**src/rtl/if_stage.sv**
```systemverilog
// ---------------------------------------------------------------------------
// if_stage : instruction-fetch stage of a 5-stage pipeline.
//
// Holds the PC, presents it to instruction memory, and registers the fetched
// word together with its PC+4 into the IF/ID pipeline register. A branch
// resolved taken in ID redirects the PC and flushes IF/ID, which inserts one
// bubble. Free-running counters record stalled cycles and IF/ID flushes.
//
// Ports
//   clk         in   1  clock, rising edge
//   reset       in   1  asynchronous, active-high
//   PCWrite     in   1  1 = PC may update, 0 = PC holds
//   IFID_write  in   1  1 = IF/ID may load, 0 = IF/ID holds
//   br_taken    in   1  ID-stage branch resolved taken
//   br_target   in  32  ID-stage branch target
//   imem_addr   out 32  instruction memory address (= PC)
//   imem_rdata  in  32  instruction word at imem_addr (combinational)
//   IFID_instr  out 32  registered instruction
//   IFID_pc4    out 32  registered PC+4 of IFID_instr
//   IFID_valid  out  1  1 = real instruction, 0 = bubble
//   stall_cnt   out 16  cycles with PCWrite=0 (saturating)
//   flush_cnt   out 16  IF/ID flushes (saturating)
// ---------------------------------------------------------------------------
module if_stage #(
  parameter logic [31:0] RESET_PC = 32'h0000_0000
) (
  input  logic        clk,
  input  logic        reset,
  input  logic        PCWrite,
  input  logic        IFID_write,
  input  logic        br_taken,
  input  logic [31:0] br_target,
  output logic [31:0] imem_addr,
  input  logic [31:0] imem_rdata,
  output logic [31:0] IFID_instr,
  output logic [31:0] IFID_pc4,
  output logic        IFID_valid,
  output logic [15:0] stall_cnt,
  output logic [15:0] flush_cnt
);

  // Word alignment of the reset vector is enforced here so PC[1:0] is
  // always zero regardless of how the parameter is set.
  localparam logic [31:0] RESET_PC_ALIGNED = {RESET_PC[31:2], 2'b00};

  logic [31:0] r_pc;
  logic [31:0] r_ifid_instr;
  logic [31:0] r_ifid_pc4;
  logic        r_ifid_valid;
  logic [15:0] r_stall_cnt;
  logic [15:0] r_flush_cnt;

  logic [31:0] w_pc4;
  logic        w_redirect;
  logic        w_flush;

  assign w_pc4      = r_pc + 32'd4;
  // A branch seen while the PC is stalled is not yet resolved; ignore it.
  assign w_redirect = br_taken & PCWrite;
  assign w_flush    = w_redirect & IFID_write;

  // PC register
  always_ff @(posedge clk or posedge reset) begin
    if (reset) begin
      r_pc <= RESET_PC_ALIGNED;
    end else if (PCWrite) begin
      if (w_redirect) begin
        r_pc <= {br_target[31:2], 2'b00};
      end else begin
        r_pc <= w_pc4;
      end
    end
  end

  // IF/ID pipeline register; flush has priority over a normal load.
  always_ff @(posedge clk or posedge reset) begin
    if (reset) begin
      r_ifid_instr <= 32'd0;
      r_ifid_pc4   <= 32'd0;
      r_ifid_valid <= 1'b0;
    end else if (w_flush) begin
      r_ifid_instr <= 32'd0;
      r_ifid_pc4   <= 32'd0;
      r_ifid_valid <= 1'b0;
    end else if (IFID_write) begin
      r_ifid_instr <= imem_rdata;
      r_ifid_pc4   <= w_pc4;
      r_ifid_valid <= 1'b1;
    end
  end

  // Saturating event counters
  always_ff @(posedge clk or posedge reset) begin
    if (reset) begin
      r_stall_cnt <= 16'd0;
      r_flush_cnt <= 16'd0;
    end else begin
      if (!PCWrite && (r_stall_cnt != 16'hFFFF)) begin
        r_stall_cnt <= r_stall_cnt + 16'd1;
      end
      if (w_flush && (r_flush_cnt != 16'hFFFF)) begin
        r_flush_cnt <= r_flush_cnt + 16'd1;
      end
    end
  end

  assign imem_addr  = r_pc;
  assign IFID_instr = r_ifid_instr;
  assign IFID_pc4   = r_ifid_pc4;
  assign IFID_valid = r_ifid_valid;
  assign stall_cnt  = r_stall_cnt;
  assign flush_cnt  = r_flush_cnt;

endmodule

```
**config.mk**
```make
export PLATFORM = sky130hd
export DESIGN_NAME = if_stage
export DESIGN_NICKNAME = d
export VERILOG_FILES = /design/src/rtl/if_stage.sv
export SDC_FILE = /design/constraint.sdc
export NUM_CORES = 1
export LEC_CHECK = 0
export ABC_CLOCK_PERIOD_IN_PS = 4600
export CAP_MARGIN = 20
export CORE_ASPECT_RATIO = 0.9
export CORE_MARGIN = 2
export CORE_UTILIZATION = 45
export DETAILED_ROUTE_END_ITERATION = 8
export DONT_BUFFER_PORTS = 1
export GPL_TIMING_DRIVEN = 1
export HOLD_SLACK_MARGIN = 0.15
export MAX_ROUTING_LAYER = met4
export PLACE_DENSITY = 0.59
export SKIP_LAST_GASP = 1
export SYNTH_ARGS = -nofsm -noshare
export SYNTH_HDL_FRONTEND = slang
export SYNTH_SLANG_ARGS = --single-unit
```
**constraint.sdc**
```tcl
create_clock -name clk -period 4.6 [get_ports clk]
set_input_delay 0.92 -clock clk [delete_from_list [all_inputs] [get_ports clk]]
set_output_delay 0.92 -clock clk [all_outputs]
set_load 0.03 [all_outputs]
```
==> flow_summary.yaml <==
routing:
  antenna_left: 0
  drt-pass1-iter-count: 4
  vias: 4661
  drtIter0Drc: 233
  routedWlPerCell_um: 18.59
  wirelength_mm: 14.93
  vias_per_cell: 5.804
  drc: 0
timing:
  rsz0062_at_grt: "false"
  fmax_mhz: 393.7
  fin_hold_ws_ns: 0.4773
  finClkSkew_ns: 0.005897
  fin_setup_tns_ns: 0
  setup_viol: 0
  tightest_slew_ns: 0.9518
  report.final.slew_viol_count: 0
  period_share_pct: 55.22
  period_minus_slack_ns: 2.540
  hold_viol_final: 0
  max_slew_margin_pct: 36.47
cells_and_area:
  fin_cells: 803
  synthToLayoutAreaGrowth_pct: 9.691
  drive_gt1_share_pct: 7.244
  num-nets-final: 696
  n_antenna_cell: 0
  finish.utilization_pct: 50.68
critical_path:
  cp_max_fo: 8
  worst_setup_path_end_kind: "register"
  required_ns: 4.84
  start_kind: "register"
  cp_data_arrival_time_ns: 2.78
  critPathKind: "reg2reg"
clock_tree:
  cts.root.buffer_cell: "clkbuf_16"
  cts_resized: 0
  clock-sinks: 126
  cts_tree: "built"
  clkSlewWorstSetupHoldPaths_ns: 0.05
  clk_latency_ns: 0.41
  numCtsBuffers: 17
  postCtsSetupRepairBufs: 0
  h-tree-depth: 4
  ctsHoldBuffers: 0
  cts_buffer_depth: 2
grt:
  grt_usage_pct: 21.32
  grt_start_max_net_pins: 108
  grt_pass1_vias: 4543
  grt_overflow_total: 0
  grt_pass1_wl_mm: 23.72
  antenna_found_initial: 0
floorplan:
  fp.coreArea_mm2: 0.01341
  fp.dieH_um: 115.3
  num_rows: 40
  io_pins: 198
  start_util_pct: 46.20
  fp.dieW_um: 127.7
  die_area_mm2: 0.01473
placed_design:
  port_buffers: 0
  hpwl_mm: 9.904
  dp.cells: 773
  gp_congestion: 0.8137
synthesis:
  netlist.top_cell.by_area: "dfrtp_1"
  ys_ff_latch: 126
  seq_area_frac_synth_pct: 50.88
  synthTopCellsByArea: "dfrtp_1 (51%), nand3_1 (5.5%), o22ai_1 (4.9%), inv_1 (4.2%), xnor2_1 (4.0%)"
  async_reset_ff_share_pct: 100.0
  synth_cell_types: 43
  synth.most_common_cell: "dfrtp_1"
  synth_flop_cell: "dfrtp_1"
  synth_edf_count: 0
  synthTopCellsByCount: "dfrtp_1 (126), inv_1 (70), nand3_1 (68)"
  synth_warnings: 0
  synthCells: 646
  synth_area_mm2: 0.006197
  synth_top_area_share_pct: 50.88
  synth_area_per_cell_um2: 9.593
hold_path:
  hp-class: "in2async"
power_and_ir_drop:
  p_leak_nw: 3.047
  peakVddDrop_mv: 0.2904
  total_power_mw: 3.600
  p_per_area_mw_per_mm2: 529.6
run:
  cap_violations: 0
outcome:
  status: "completed"
-- final timing paths --
check                            endpoint  slack [ns]      startpoint  depth (start not counted)
max                          IFID_pc4[20]        2.06    imem_addr[2]                          6
min                         IFID_instr[7]        0.48           reset                          1
max reg2reg                  IFID_pc4[20]        2.06    imem_addr[2]                          6
min reg2reg                IFID_instr[10]        0.69  IFID_instr[10]                          2
max in group asynchronous  IFID_instr[31]        3.25           reset                          2
min in group clk              IFID_pc4[1]        0.57      IFID_write                          1
-- per-stage QoR --
stage / instance area, um^2 / setup WS [ns]
after global routing: 6798 / 1.838
after CTS: 6798 / 2.057
after floorplan: 6201 / 0.3241
after detailed placement: 6200 / 2.080
final: 6798 / 2.060
after global placement: 6200 / 2.091
-- layout by cell type (no fill, tap or decap), types with 2 or more instances in the layout --
cell type  instances
nor3_1             7
nand4_1           16
o21ai_0           47
nor2b_1            3
xor2_1            28
clkbuf_8           4
o22ai_1           49
nor2_1            21
nand2_1           41
a311oi_1           2
nor4_4             2
nor4_1             4
clkinv_2           4
clkbuf_16         17
mux2_2             4
ha_1               3
dfrtp_1          126
or4_1              2
a21oi_1           30
and4_1             5
and3_1             7
clkbuf_1           2
nand3_1           68
mux2i_1           20
bufinv_16          3
xnor2_1           28
inv_1             69
conb_1             2
and2_1             5
or2_2              2
-- where the power goes --
part	leakage [nW]	total, mW	internal, mW	switching [mW]
clock	0.299	1.36	0.899	0.459
sequential	1.57	1.86	1.27	0.595
combinational	1.18	0.379	0.178	0.200
total	3.05	3.60	2.35	1.25
-- sequential cells by signal (all words and copies together), names as in the netlist --
signal	cells
IFID_instr	32
stall_cnt	16
imem_addr	30
IFID_valid	1
flush_cnt	16
IFID_pc4	31
-- critical path, cell delays in order (launching register included) --
cell and delay [ns]:
dfrtp_1 0.66, ha_1 0.32, nand3_2 0.25, nor4_4 0.61, nand4_1 0.24, xor2_1 0.20
o22ai_1 0.09
-- area by class of cell --
cell class                 instances  area, um^2
clock inverter                     7       110.1
sequential                       126        3153
clock buffer                      23       488.0
fill                            1252        6615
inverter                          70       265.3
tap                              168       210.2
multi-input combinational        407        2544
timing repair buffer               2       27.53
-- cells by family (layout without fill, tap and decap cells) --
| group | Yosys count | in the layout | share of synthesized area (%) |
|---|---|---|---|
| buffers and inverters | 114 | 102 | 8.177 |
| AOI/OAI and AO/OA | 132 | 132 | 12.11 |
| muxes | 24 | 24 | 3.957 |
| other | 1 | 2 | 0.06051 |
| DFF | 126 | 126 | 50.88 |
| and+or+nand+nor | 190 | 190 | 16.29 |
| adders and majority gates | 3 | 3 | 0.6058 |
| xor gates and xnor gates | 56 | 56 | 7.915 |
-- per-layer routing --
metal | up-vias | part of all wire (%) | global-route usage [%] | wire length [um]
li1 | 2179 | - | - | -
met1 | 2276 | 42 | 25.27 | 6245
met2 | 185 | 48 | 33.33 | 7098
met3 | 21 | 9.0 | 7.631 | 1348
met4 | 0 | 1.6 | 8.498 | 236
met5 | - | 0 | - | 0
Power figures use the tool's default switching activity.
